<file path="src/rtl/mem_port_router_pkg.sv">
// rtl/mem_port_router_pkg.sv - shared types and helpers for the data-side memory port router
package MemRouterStruct;

   typedef enum logic [1:0] {IDLE, ISSUE, WAIT, DONE} state_t;

   // Index wide enough for the largest supported port count (8).
   localparam int MAX_PORTS  = 8;
   localparam int PORT_IDX_W = (MAX_PORTS > 1) ? $clog2(MAX_PORTS) : 1;
   typedef logic [PORT_IDX_W-1:0] port_idx_t;

   // LSB of slice idx inside a flattened vector of width-bit fields.
   function automatic int region_lsb(input int idx, input int width);
      return idx * width;
   endfunction

endpackage

</file>
<file path="src/rtl/mem_router_decode.sv">
// rtl/mem_router_decode.sv - combinational base/mask address decoder, lowest index wins
module mem_router_decode
   import MemRouterStruct::*;
#(
   parameter int ADDR_WIDTH = 64,
   parameter int NUM_PORTS  = 3,
   parameter logic [NUM_PORTS*ADDR_WIDTH-1:0] REGION_BASE = '0,
   parameter logic [NUM_PORTS*ADDR_WIDTH-1:0] REGION_MASK = '0
) (
   input  logic [ADDR_WIDTH-1:0] addr,
   output logic                  hit,
   output port_idx_t             idx
);

   // Walk from the top index down so the lowest hitting region is assigned last.
   always_comb begin
      hit = 1'b0;
      idx = '0;
      for (int i = NUM_PORTS - 1; i >= 0; i--) begin
         if ((addr & REGION_MASK[region_lsb(i, ADDR_WIDTH) +: ADDR_WIDTH]) ==
             REGION_BASE[region_lsb(i, ADDR_WIDTH) +: ADDR_WIDTH]) begin
            hit = 1'b1;
            idx = port_idx_t'(i);
         end
      end
   end

endmodule

</file>
<file path="src/rtl/mem_port_router.sv">
// rtl/mem_port_router.sv - routes one core data request to a downstream port; MEM_ROUTER_TIMEOUT_EN adds a WAIT timeout
module mem_port_router
   import MemRouterStruct::*;
#(
   parameter int ADDR_WIDTH     = 64,
   parameter int DATA_WIDTH     = 64,
   parameter int NUM_PORTS      = 3,
   parameter logic [NUM_PORTS*ADDR_WIDTH-1:0] REGION_BASE = '0,
   parameter logic [NUM_PORTS*ADDR_WIDTH-1:0] REGION_MASK = '0,
   parameter int TIMEOUT_CYCLES = 1024
) (
   input  logic                            clk,
   input  logic                            rst,
   input  logic                            cpu_ren,
   input  logic                            cpu_wen,
   input  logic [ADDR_WIDTH-1:0]           cpu_addr,
   input  logic [DATA_WIDTH-1:0]           cpu_wdata,
   input  logic [DATA_WIDTH/8-1:0]         cpu_wmask,
   output logic                            cpu_stall,
   output logic [DATA_WIDTH-1:0]           cpu_rdata,
   output logic                            cpu_err,
   output logic [NUM_PORTS-1:0]            port_req,
   output logic                            port_we,
   output logic [ADDR_WIDTH-1:0]           port_addr,
   output logic [DATA_WIDTH-1:0]           port_wdata,
   output logic [DATA_WIDTH/8-1:0]         port_wmask,
   input  logic [NUM_PORTS-1:0]            port_done,
   input  logic [NUM_PORTS*DATA_WIDTH-1:0] port_rdata,
   input  logic [NUM_PORTS-1:0]            port_err
);

   state_t                 state;
   state_t                 state_next;
   logic                   cpu_req;
   logic                   dec_hit;
   port_idx_t              dec_idx;
   logic [NUM_PORTS-1:0]   sel_oh;
   logic                   done_sel;
   logic                   err_sel;
   logic [DATA_WIDTH-1:0]  rdata_sel;
   logic                   timed_out;

   assign cpu_req = cpu_ren | cpu_wen;

   mem_router_decode #(
      .ADDR_WIDTH  (ADDR_WIDTH),
      .NUM_PORTS   (NUM_PORTS),
      .REGION_BASE (REGION_BASE),
      .REGION_MASK (REGION_MASK)
   ) u_decode (
      .addr (cpu_addr),
      .hit  (dec_hit),
      .idx  (dec_idx)
   );

   // The selected port is held one-hot so completion filtering is a simple AND.
   assign done_sel = |(port_done & sel_oh);
   assign err_sel  = |(port_err & sel_oh);

   always_comb begin
      rdata_sel = '0;
      for (int i = 0; i < NUM_PORTS; i++) begin
         if (sel_oh[i]) begin
            rdata_sel = rdata_sel | port_rdata[region_lsb(i, DATA_WIDTH) +: DATA_WIDTH];
         end
      end
   end

`ifdef MEM_ROUTER_TIMEOUT_EN
   localparam int CNT_W = $clog2(TIMEOUT_CYCLES) + 1;
   logic [CNT_W-1:0] wait_cnt;

   always_ff @(posedge clk) begin
      if (rst) begin
         wait_cnt <= '0;
      end else if (state == ISSUE) begin
         wait_cnt <= '0;
      end else if (state == WAIT) begin
         wait_cnt <= wait_cnt + 1'b1;
      end
   end

   assign timed_out = (wait_cnt == CNT_W'(TIMEOUT_CYCLES - 1));
`else
   assign timed_out = 1'b0;
`endif

   always_ff @(posedge clk) begin
      if (rst) begin
         state <= IDLE;
      end else begin
         state <= state_next;
      end
   end

   always_comb begin
      state_next = state;
      case (state)
         IDLE:    if (cpu_req) state_next = dec_hit ? ISSUE : DONE;
         ISSUE:   state_next = WAIT;
         WAIT:    if (done_sel || timed_out) state_next = DONE;
         DONE:    state_next = IDLE;
         default: state_next = IDLE;
      endcase
   end

   always_comb begin
      cpu_stall = 1'b0;
      port_req  = '0;
      case (state)
         IDLE:    cpu_stall = cpu_req;
         ISSUE: begin
            cpu_stall = 1'b1;
            port_req  = sel_oh;
         end
         WAIT:    cpu_stall = 1'b1;
         DONE:    cpu_stall = 1'b0;
         default: cpu_stall = 1'b0;
      endcase
   end

   // Request capture and response registers; a completion in the timeout cycle takes priority.
   always_ff @(posedge clk) begin
      if (rst) begin
         port_we    <= 1'b0;
         port_addr  <= '0;
         port_wdata <= '0;
         port_wmask <= '0;
         sel_oh     <= '0;
         cpu_rdata  <= '0;
         cpu_err    <= 1'b0;
      end else begin
         case (state)
            IDLE: begin
               if (cpu_req) begin
                  port_we    <= cpu_wen;
                  port_addr  <= cpu_addr;
                  port_wdata <= cpu_wdata;
                  port_wmask <= cpu_wmask;
                  sel_oh     <= dec_hit ? (NUM_PORTS'(1) << dec_idx) : '0;
                  if (!dec_hit) begin
                     cpu_rdata <= '0;
                     cpu_err   <= 1'b1;
                  end
               end
            end
            WAIT: begin
               if (done_sel) begin
                  cpu_rdata <= rdata_sel;
                  cpu_err   <= err_sel;
               end else if (timed_out) begin
                  cpu_rdata <= '0;
                  cpu_err   <= 1'b1;
               end
            end
            default: ;
         endcase
      end
   end

endmodule

</file>
<file path="config.mk">
export PLATFORM = sky130hd
export DESIGN_NAME = mem_port_router
export DESIGN_NICKNAME = d
export VERILOG_FILES = /design/src/rtl/mem_port_router_pkg.sv /design/src/rtl/mem_router_decode.sv /design/src/rtl/mem_port_router.sv
export SDC_FILE = /design/constraint.sdc
export NUM_CORES = 1
export LEC_CHECK = 0
export CORE_AREA = 2 2 211 213
export DETAILED_ROUTE_END_ITERATION = 12
export DIE_AREA = 0 0 213 215
export DONT_BUFFER_PORTS = 1
export MAX_ROUTING_LAYER = met4
export SLEW_MARGIN = 20
export SYNTH_ARGS = -nofsm -noshare
export SYNTH_HDL_FRONTEND = slang
export SYNTH_HIERARCHICAL = 1
export SYNTH_SLANG_ARGS = --single-unit
</file>
<file path="constraint.sdc">
create_clock -name clk -period 2.9 [get_ports clk]
set_input_delay 0.58 -clock clk [delete_from_list [all_inputs] [get_ports clk]]
set_output_delay 0.58 -clock clk [all_outputs]
set_load 0.03 [all_outputs]
</file>
==> parameters.txt, run 1 <==
Parameter                              Value

Power
  Leakage    0.00327 uW
  Power Dens Cells    1020 nW/um2
  Register share of total power    44.7%
  Total Power Consumption    ~10000 uW
  Internal power summed over all cells    5860 uW
  Worst vdd rail ir drop    ~0.53 mV
  Sw Share    41.2%
  Sw Pwr    ~4000 uW
  Relative contribution of the clock network to total power    between 30% and 40%
  Portion of total power attributed to combinational logic    between 20% and 30%

Place
  Routability congestion estimate    approximately 1.0
  # port buffers    0
  Total half-perimeter wirelength after legalization and detailed placement    slightly above 20000 um
  Area after DPL    approximately 9000 um2
  Worst Setup Slack post-DPL    ~0.41 ns

Status
  Status    finished, final reports clean

STA
  Final setup violation count    0
  Transition time at the pin with the least slew margin    between 1 and 1.5 ns
  Setup repair after global routing missed its margin    no
  Clock Skew    about 0.0058 ns
  Final number of max-transition violations    0
  Post-route worst setup slack    about 0.23 ns
  Total count of hold-check failures in the final report    0
  Shortest period the worst path allows    between 2 and 3 ns
  Headroom to the max-slew limit    29.9%
  Total Neg Setup Slack    0 ns
  Period utilization    92.2%
  Highest achievable clock rate    around 370 MHz

Cells and area
  Layout overhead on the synthesized area    14.8%
  Nets    between 1k and 1.5k
  Area used by multi-input combinational logic    between 3000 and 4000 um2
  Share of cells above drive strength 1    under 10%
  Post-route design area    ~10000 um2
  Sequential cell area    a little over 4000 um2
  Fill cell instance count of the final layout    4790

Die
  Initial core utilization    between 10% and 20%
  Chip height    roughly 220 um
  Placement row count    77
  Die Span X    213 um
  Ports    about 540
  Total core area    between 40000 and 50000 um2
  Die Outline Area    45800 um2

Setup path
  Type of the worst setup path    flip-flop to output port
  Element type at the critical path end    output port
  Startpoint class of the critical path    flip-flop
  Crit path buf inv count    2
  Series of cell instances along the critical path    inv_1 > ha_1 > nor3b_4 > nor2_1 > buf_4
  CP Data Required Time    approximately 2.3 ns
  Biggest fanout along the worst timing path    9
  Critical Path Slowest Stage Cell    sky130_fd_sc_hd__ha_1
  Endpoint arrival time on the critical path    2.09 ns
  Worst stage delay on the critical path    ~0.44 ns
  Cell family with most CP delay    simple AND/OR/NAND/NOR gates

Logic synthesis
  Top cell types by occurrence after synthesis    280 x sky130_fd_sc_hd__nand2_1, 207 x sky130_fd_sc_hd__dfxtp_1, 141 x sky130_fd_sc_hd__a21oi_1
  Post-Syn Area per Cell    between 8 and 9 um2
  Synth top area share    48.7%
  Async set or reset register ratio after synthesis    0%
  Number of instances in the synthesized netlist    roughly 1.0k
  Seq cells post-synth    207
  Synthesis warning total    6
  Count of flip-flops with a built-in enable after synthesis    0
  Portion of the post-synthesis area used by sequential elements    48.7%
  Cell type with the largest total area after synthesis    sky130_fd_sc_hd__dfxtp_1
  Synth area leaders    sky130_fd_sc_hd__dfxtp_1 49%, sky130_fd_sc_hd__nand2_1 12%, sky130_fd_sc_hd__a21oi_1 8.3%
  Number of library cell types mapped by synthesis    35
  Leading cell type by number of instances after synthesis    sky130_fd_sc_hd__nand2_1
  Netlist Area Pre-Place    between 8000 and 9000 um2
  Predominant post-synthesis flop cell    sky130_fd_sc_hd__dfxtp_1

Detailed routing
  Post-route DRC    0
  Total Routed Length    between 20000 and 30000 um
  Mean number of vias per cell    a little under 5
  Final routed wire length divided by cell count    18.4 um
  Detailed router's first-iteration violation count    ~1.1k
  Drt first pass iters    11
  Remaining number of nets flagged by the antenna check after routing    0
  Total vias in the final route    between 7k and 8k

Clock tree
  Sink Count    roughly 210
  Clock slew seen by the registers of the worst setup and hold paths    ~0.06 ns
  Count of instances resized after the clock tree is built    0
  Hold-fix buffers, CTS    0
  CTS max path bufs    3
  Root cell of the clock tree    sky130_fd_sc_hd__clkbuf_16
  TritonCTS Buffers    24
  TritonCTS clock tree    done
  Worst-Skew Late Latency    0.53 ns
  H-tree depth    1
  # Post-CTS Setup Buffers    0

Global routing
  Pin count of the biggest net entering global routing    around 210
  Overall routing resource usage    12.0%
  Via count of the first global-routing pass    between 6k and 7k
  Antenna violations before repair    3
  Wire length of the first global-routing pass    about 42000 um
  Global route total overflow    0

Min path
  Hold Crit Class    input pin to flip-flop

Flow run
  Max capacitance violation total    0
==> power by group through the flow <==
stage	registers, uW	logic (uW)	clock network, uW
3_5_place_dp	4520	2360	0
4_1_cts	4460	2360	3250
6_report	4460	2340	3160
2_1_floorplan	4380	1920	0
3_3_place_gp	4510	2260	0
5_1_grt	4500	2620	3380
==> sequential cells by signal, indices dropped and copies added, names as in the netlist <==
| register | count |
|---|---|
| cpu_rdata | 64 |
| port_addr | 64 |
| port_wdata | 64 |
| port_wmask | 8 |
| sel_oh | 3 |
| state | 2 |
| cpu_err | 1 |
| port_we | 1 |
==> cells by family after synthesis <==
family	synth area share, %
and+or+nand+nor	18.6
DFF	48.7
buffers and inverters	5.91
adders and majority gates	0.441
other	0.0883
AOI/OAI and AO/OA	26.3
==> cells in the final DEF (no fill, tap or decap), types with 2 or more instances in the layout <==
cell                        Yosys  layout
sky130_fd_sc_hd__nand2_1      280     280
sky130_fd_sc_hd__clkbuf_1      72       8
sky130_fd_sc_hd__ha_1           3       3
sky130_fd_sc_hd__nor2_1         6       6
sky130_fd_sc_hd__clkinv_2       0       2
sky130_fd_sc_hd__nor2b_1       64      64
sky130_fd_sc_hd__bufinv_16      0       4
sky130_fd_sc_hd__dfxtp_1      207     204
sky130_fd_sc_hd__a22oi_1        2       2
sky130_fd_sc_hd__o31ai_1       64      64
sky130_fd_sc_hd__clkbuf_16      0      24
sky130_fd_sc_hd__diode_2        0       3
sky130_fd_sc_hd__buf_4          4      10
sky130_fd_sc_hd__and2_1         3       3
sky130_fd_sc_hd__a21oi_1      141     141
sky130_fd_sc_hd__dfxtp_2        0       3
sky130_fd_sc_hd__o21ai_0       53      53
sky130_fd_sc_hd__inv_1          2       2
sky130_fd_sc_hd__conb_1         2       4
sky130_fd_sc_hd__clkbuf_8       0       3
sky130_fd_sc_hd__a222oi_1      64      64
sky130_fd_sc_hd__o21ai_1       14      13
sky130_fd_sc_hd__buf_12         0       4
==> routing by layer <==
metal,share of wire [%],track usage (%),up-vias
li1,-,-,3495
met1,41,15.0,3621
met2,45,17.7,465
met3,12,4.22,34
met4,1.9,3.99,0
met5,0,-,-
==> final cells by class <==
type,instances,area share (%)
Antenna cell,3,0.0769
Clock buffer,35,6.88
Clock inverter,7,1.50
Inverter,2,0.0769
Multi-Input combinational cell,713,39.8
Sequential cell,207,42.5
Tap cell,592,7.58
Timing Repair Buffer,14,1.59
==> through the flow <==
stage	util (%)	hold WS (ns)	std cells
floorplan	-	0.466	1029
global placement	20.5	0.484	1528
detailed placement	20.5	0.504	1528
CTS	22.4	0.118	1570
global route	22.4	0.145	1573
finish	22.4	0.177	1573
==> worst register-to-register path, delay by kind of cell (launching register included) <==
kind,cells,cell delay (ns)
AOI/OAI and AO/OA,3,1.21
adders and majority gates,1,0.44
DFF,1,0.31
buffers and inverters,1,0.10
and+or+nand+nor,1,0.41
==> worst paths after layout <==
kind	slack, ns	cells after the start	endpoint	startpoint
min reg2reg	0.51	2	state[1]	state[1]
max	0.23	5	cpu_stall	state[0]
max reg2reg	0.34	6	cpu_rdata[16]	state[0]
min	0.18	2	port_addr[22]	cpu_addr[22]
Note: power is estimated with default switching activity, not from simulation.
==> run 2, diff against run 1 <==
CORE_AREA = 2 2 210 212   (was 2 2 211 213)
DIE_AREA = 0 0 212 214   (was 0 0 213 215)
SETUP_SLACK_MARGIN = 0.1   (was default)
==> parameters.txt, run 2 (synthesis gave the netlist of run 1 again) <==
Parameter                              Value

Die
  Die Outline Area    45400 um2 (-0.93%)
  Initial core utilization    19.8% (+0.34 points)
  Die Span X    212 um (-0.47%)
  Total core area    42900 um2 (-1.7%)
  Ports    544 (unchanged)
  Chip height    214 um (-0.47%)
  Placement row count    76 (-1.3%)

Cells and area
  Most frequent standard cell in the layout excluding fill and tap cells    sky130_fd_sc_hd__nand2_1
  Nets    1302 (-0.077%)
  Share of cells above drive strength 1    5.97% (-0.16 points)
  Layout overhead on the synthesized area    13.5%
  Commonest cells after routing, fill and taps aside    280 x sky130_fd_sc_hd__nand2_1, 204 x sky130_fd_sc_hd__dfxtp_1, 141 x sky130_fd_sc_hd__a21oi_1
  Registers with the most flip-flops    cpu_rdata: 64 flops, port_addr: 64 flops, port_wdata: 64 flops

STA
  Setup repair after global routing missed its margin    no
  Clock Skew    0.0216 ns (+0.0157 ns)
  Shortest period the worst path allows    2.50 ns (-0.173 ns)
  Total Neg Setup Slack    0 ns (unchanged)
  Transition time at the pin with the least slew margin    0.796 ns (-0.255 ns)
  Final number of max-transition violations    0 (unchanged)
  Post-route worst setup slack    0.400 ns (+0.173 ns)
  Headroom to the max-slew limit    46.9% (+17 points)
  Highest achievable clock rate    400 MHz (+6.9%)
  Final setup violation count    0 (unchanged)
  Period utilization    86.2% (-6.0 points)
  Total count of hold-check failures in the final report    0 (unchanged)

Setup path
  Critical Path Slowest Stage Cell    sky130_fd_sc_hd__nor3b_4
  Endpoint arrival time on the critical path    1.92 ns (-0.17 ns)
  Worst stage delay on the critical path    0.38 ns (-0.06 ns)
  FF-to-FF path depth    7 (+1)
  Series of cell instances along the critical path    inv_1 > ha_1 > nor3b_4 > nor2_1 > buf_4
  Reg2reg end    cpu_rdata[26]
  CP Data Required Time    2.32 ns (about the same)
  Biggest fanout along the worst timing path    6 (-3)
  Register-to-register setup slack    0.68 ns (+0.34 ns)
  Startpoint of the lowest-slack register-to-register path    state[0]
  Type of the worst setup path    flip-flop to output port
  Startpoint class of the critical path    flip-flop
  Element type at the critical path end    output port

Min path
  Hold Path Sink    sel_oh[2]
  Hold Crit Class    input pin to flip-flop
  Min-Delay Path Depth    1 (-1)
  Worst Hold Launch    rst

Status
  Status    finished, final reports clean

Power
  Internal power summed over all cells    5630 uW (-3.9%)
  Portion of total power attributed to combinational logic    24.4% (+0.9 points)
  Power Dens Cells    1010 nW/um2 (-1.4%)
  Sw Share    42.0% (+0.81 points)
  Worst vdd rail ir drop    0.470 mV (-12%)
  Leakage    0.00323 uW (-1.3%)
  Relative contribution of the clock network to total power    29.6% (-2.1 points)
  Sw Pwr    4080 uW (-0.65%)
  Register share of total power    46.0% (+1.3 points)

Clock tree
  TritonCTS clock tree    done
  H-tree depth    1 (unchanged)
  TritonCTS Buffers    24 (unchanged)
  Worst-Skew Late Latency    0.54 ns (about the same)
  # Post-CTS Setup Buffers    0 (unchanged)
  Root cell of the clock tree    sky130_fd_sc_hd__clkbuf_16
  Clock slew seen by the registers of the worst setup and hold paths    0.06 ns (about the same)
  Hold-fix buffers, CTS    0 (unchanged)
  Sink Count    207 (unchanged)
  Count of instances resized after the clock tree is built    0 (unchanged)
  CTS max path bufs    3 (unchanged)

Global routing
  Pin count of the biggest net entering global routing    209 (unchanged)
  Via count of the first global-routing pass    6878 (+0.72%)
  Wire length of the first global-routing pass    41400 um (-1.3%)
  Overall routing resource usage    11.9% (-0.072 points)
  Antenna violations before repair    1 (-2)
  Global route total overflow    0 (unchanged)

Detailed routing
  Total Routed Length    28400 um (-2.0%)
  Final routed wire length divided by cell count    18.2 um (-1.1%)
  Detailed router's first-iteration violation count    1068 (-4.4%)
  Post-route DRC    0 (unchanged)
  Total vias in the final route    7517 (-1.3%)
  Drt first pass iters    10 (-1)
  Mean number of vias per cell    4.82 (-0.34%)
  Remaining number of nets flagged by the antenna check after routing    0 (unchanged)

Place
  # port buffers    0 (unchanged)
  Total half-perimeter wirelength after legalization and detailed placement    20200 um (-1.8%)
  Routability congestion estimate    0.922 (-11%)
  Worst Setup Slack post-DPL    0.547 ns (+0.139 ns)

Flow run
  Max capacitance violation total    0 (unchanged)
[run 2: cell count changes in the layout (fill, tap and decap cells not counted)]
cell,previous run,this run
sky130_fd_sc_hd__clkinv_2,2,4
sky130_fd_sc_hd__buf_16,0,1
sky130_fd_sc_hd__diode_2,3,2
sky130_fd_sc_hd__clkbuf_16,24,25
sky130_fd_sc_hd__buf_12,4,2
sky130_fd_sc_hd__bufinv_16,4,1
sky130_fd_sc_hd__clkbuf_1,8,3
sky130_fd_sc_hd__clkinv_8,1,0
[run 2: worst max-delay path by stage]
| stage | from | end | slack [ns] | depth (start not counted) |
|---|---|---|---|---|
| 2_1_floorplan | state[0] | cpu_stall | 1.03 | 5 |
| 3_3_place_gp | state[0] | cpu_rdata[22] | 0.71 | 6 |
| 6_report | state[0] | cpu_stall | 0.40 | 5 |
| 4_1_cts | state[0] | cpu_stall | 0.34 | 5 |
| 3_5_place_dp | state[0] | cpu_rdata[16] | 0.55 | 6 |
| 5_1_grt | state[0] | cpu_stall | 0.23 | 5 |
[run 2: per-stage QoR]
| stage | hold WS (ns) | util [%] | total power (uW) | std cells | instance area, um2 |
|---|---|---|---|---|---|
| global placement | 0.478 | 20.7 | 6760 | 1519 | 8890 |
| floorplan | 0.466 | - | 6310 | 1029 | 8520 |
| finish | 0.150 | 22.5 | 9700 | 1558 | 9650 |
| detailed placement | 0.492 | 20.7 | 6860 | 1519 | 8890 |
| global route | 0.103 | 22.5 | 10300 | 1557 | 9650 |
| CTS | 0.0947 | 22.4 | 9780 | 1555 | 9620 |
[run 2: critical path: cells and delay by family, from the launching register on]
kind / cells / cell delay [ns]
adders and majority gates: 1 / 0.30
buffers and inverters: 2 / 0.28
DFF: 1 / 0.31
and+or+nand+nor: 2 / 0.50
[run 2: final cells by class]
type | count | area, um2
fillers | 4708 | 33200
flip-flops and latches | 207 | 4150
multi-input cells | 713 | 3890
well taps | 585 | 732
clock buffers | 31 | 678
repair buffers | 13 | 143
clock inverters | 5 | 50.0
inverters | 2 | 7.51
diodes | 2 | 5.00
[run 2: per-layer routing]
layer	routed length (um)	vias up	track usage, %
met3	2880	45	4.35
met1	11500	3585	13.9
met2	13400	405	19.0
li1	-	3482	-
met4	651	0	3.33
met5	0	-	-
[run 2: power groups by stage]
stage          logic (uW)  clock network, uW  registers [uW]
6_report             2360               2870            4470
5_1_grt              2670               3090            4510
4_1_cts              2320               2980            4470
3_5_place_dp         2330                  0            4530
3_3_place_gp         2230                  0            4530
2_1_floorplan        1920                  0            4380
==> run 3, diff against run 2 <==
CORE_AREA = 2 2 211 213   (was 2 2 210 212)
DIE_AREA = 0 0 213 215   (was 0 0 212 214)
==> parameters.txt, run 3 (synthesis gave the netlist of run 1 again) <==
Parameter                              Value

Min path
  Hold Crit Class    input pin to flip-flop
  Worst Hold Launch    cpu_addr[22]

Power
  Leakage    0.00327 uW (+1.3%)
  Power Dens Cells    1020 nW/um2 (+1.4%)
  Worst vdd rail ir drop    0.534 mV (+14%)
  Total Power Consumption    9960 uW (+2.6%)

Place
  # port buffers    0 (unchanged)
  Area after DPL    8940 um2 (+0.55%)
  Placed Cells    1528 (+0.59%)
  Routability congestion estimate    1.04 (+12%)
  Total half-perimeter wirelength after legalization and detailed placement    20600 um (+1.8%)

Die
  Placement row count    77 (+1.3%)
  Chip height    215 um (+0.47%)
  Initial core utilization    19.5% (-0.34 points)
  Total core area    43600 um2 (+1.8%)
  Die Span X    213 um (+0.47%)
  Ports    544 (unchanged)
  Die Outline Area    45800 um2 (+0.94%)

Setup path
  Critical Path Slowest Stage Cell    sky130_fd_sc_hd__nor3b_4
  Type of the worst setup path    flip-flop to output port
  Element type at the critical path end    output port
  Biggest fanout along the worst timing path    9 (+3)
  CP Data Required Time    2.32 ns (about the same)
  Worst stage delay on the critical path    0.38 ns (about the same)
  Startpoint class of the critical path    flip-flop
  Endpoint arrival time on the critical path    1.95 ns (+0.03 ns)
  Series of cell instances along the critical path    inv_1 > ha_2 > nor3b_4 > nor2_1 > buf_4
  Startpoint of the lowest-slack register-to-register path    state[0]
  Setup crit start    state[0]

Clock tree
  Clock slew seen by the registers of the worst setup and hold paths    0.06 ns (about the same)
  Root cell of the clock tree    sky130_fd_sc_hd__clkbuf_16
  TritonCTS clock tree    done
  H-tree depth    1 (unchanged)
  Hold-fix buffers, CTS    0 (unchanged)
  Count of instances resized after the clock tree is built    0 (unchanged)
  Worst-Skew Late Latency    0.53 ns (about the same)
  Sink Count    207 (unchanged)
  CTS max path bufs    3 (unchanged)
  # Post-CTS Setup Buffers    0 (unchanged)
  TritonCTS Buffers    24 (unchanged)

STA
  Final setup violation count    0 (unchanged)
  Total Neg Setup Slack    0 ns (unchanged)
  Shortest period the worst path allows    2.53 ns (+0.0340 ns)
  Transition time at the pin with the least slew margin    1.06 ns (+0.259 ns)
  Final number of max-transition violations    0 (unchanged)
  Period utilization    87.4% (+1.2 points)
  Total count of hold-check failures in the final report    0 (unchanged)
  Highest achievable clock rate    395 MHz (-1.3%)
  Clock Skew    0.00759 ns (-0.0140 ns)
  Headroom to the max-slew limit    29.6% (-17 points)
  Setup repair after global routing missed its margin    no

Detailed routing
  Mean number of vias per cell    4.82 (-0.20%)
  Post-route DRC    0 (unchanged)
  Total vias in the final route    7574 (+0.76%)
  Remaining number of nets flagged by the antenna check after routing    0 (unchanged)
  Total Routed Length    29000 um (+2.0%)
  Detailed router's first-iteration violation count    1117 (+4.6%)
  Final routed wire length divided by cell count    18.4 um (+1.1%)
  Drt first pass iters    12 (+2)

Cells and area
  Nets    1303 (+0.077%)
  End-of-flow core utilization    22.4% (-0.12 points)
  Most frequent standard cell in the layout excluding fill and tap cells    sky130_fd_sc_hd__nand2_1
  Share of cells above drive strength 1    6.24% (+0.26 points)
  Commonest cells after routing, fill and taps aside    280 x sky130_fd_sc_hd__nand2_1, 204 x sky130_fd_sc_hd__dfxtp_1, 141 x sky130_fd_sc_hd__a21oi_1
  Non-filler cells in the finished layout    1573 (+0.96%)
  Fill cell instance count of the final layout    4791 (+1.8%)
  Layout overhead on the synthesized area    14.8%
  Registers with the most flip-flops    cpu_rdata: 64 flops, port_addr: 64 flops, port_wdata: 64 flops
  Post-route design area    9770 um2 (+1.2%)

Flow run
  Max capacitance violation total    0 (unchanged)

Global routing
  Via count of the first global-routing pass    6829 (-0.71%)
  Wire length of the first global-routing pass    42000 um (+1.3%)
  Global route total overflow    0 (unchanged)
  Antenna violations before repair    3 (+2)
  Pin count of the biggest net entering global routing    209 (unchanged)
  Overall routing resource usage    12.0% (+0.072 points)

Status
  Status    finished, final reports clean
run 3: cell count changes in the layout (fill, tap and decap cells not counted), sizes merged:
cell / delta
bufinv: +3
clkinv: -1
clkbuf: +4
diode: +1
buf: +1
run 3: metrics by stage:
stage	worst slack, ns	hold WS (ns)
after global routing	0.240	0.145
after floorplan	1.03	0.466
after global placement	0.549	0.484
final	0.366	0.177
after detailed placement	0.407	0.504
after CTS	0.185	0.118
run 3: where the power goes:
part / switching, uW / leakage (uW) / internal (uW) / total [uW]
Sequential: 1160 / 0.00169 / 3290 / 4450
Combinational: 1740 / 0.00117 / 613 / 2350
Clock: 1200 / 0.000398 / 1960 / 3160
run 3: area by class of cell:
class | instances | area (um2) | area share [%]
clock inverter | 7 | 146 | 1.50
clock buffer | 35 | 672 | 6.88
timing repair buffer | 14 | 155 | 1.59
sequential | 207 | 4150 | 42.5
antenna | 3 | 7.51 | 0.0768
tap | 592 | 741 | 7.58
inverter | 2 | 7.51 | 0.0768
multi-input combinational | 713 | 3890 | 39.9
run 3: routing by layer:
layer / track usage, % / wire length (um) / share of wire [%] / vias to the layer above
met5: - / 0 / 0 / -
met2: 17.7 / 13200 / 45 / 437
met3: 4.22 / 3340 / 12 / 38
met4: 3.99 / 573 / 2.0 / 0
li1: - / - / - / 3494
met1: 15.0 / 11900 / 41 / 3605
run 3: critical path, delay by kind of cell, from the launching register on:
family                   cells  cell delay [ns]
buffers and inverters        2             0.29
flip-flops                   1             0.31
AND/OR/NAND/NOR              2             0.50
adder cells (fa/ha/maj)      1             0.33
run 3: worst paths after layout:
kind	to	slack, ns	cells past startpoint
max	cpu_stall	0.37	5
min	port_addr[22]	0.18	2
max reg2reg	cpu_rdata[16]	0.48	6
min reg2reg	state[1]	0.51	2
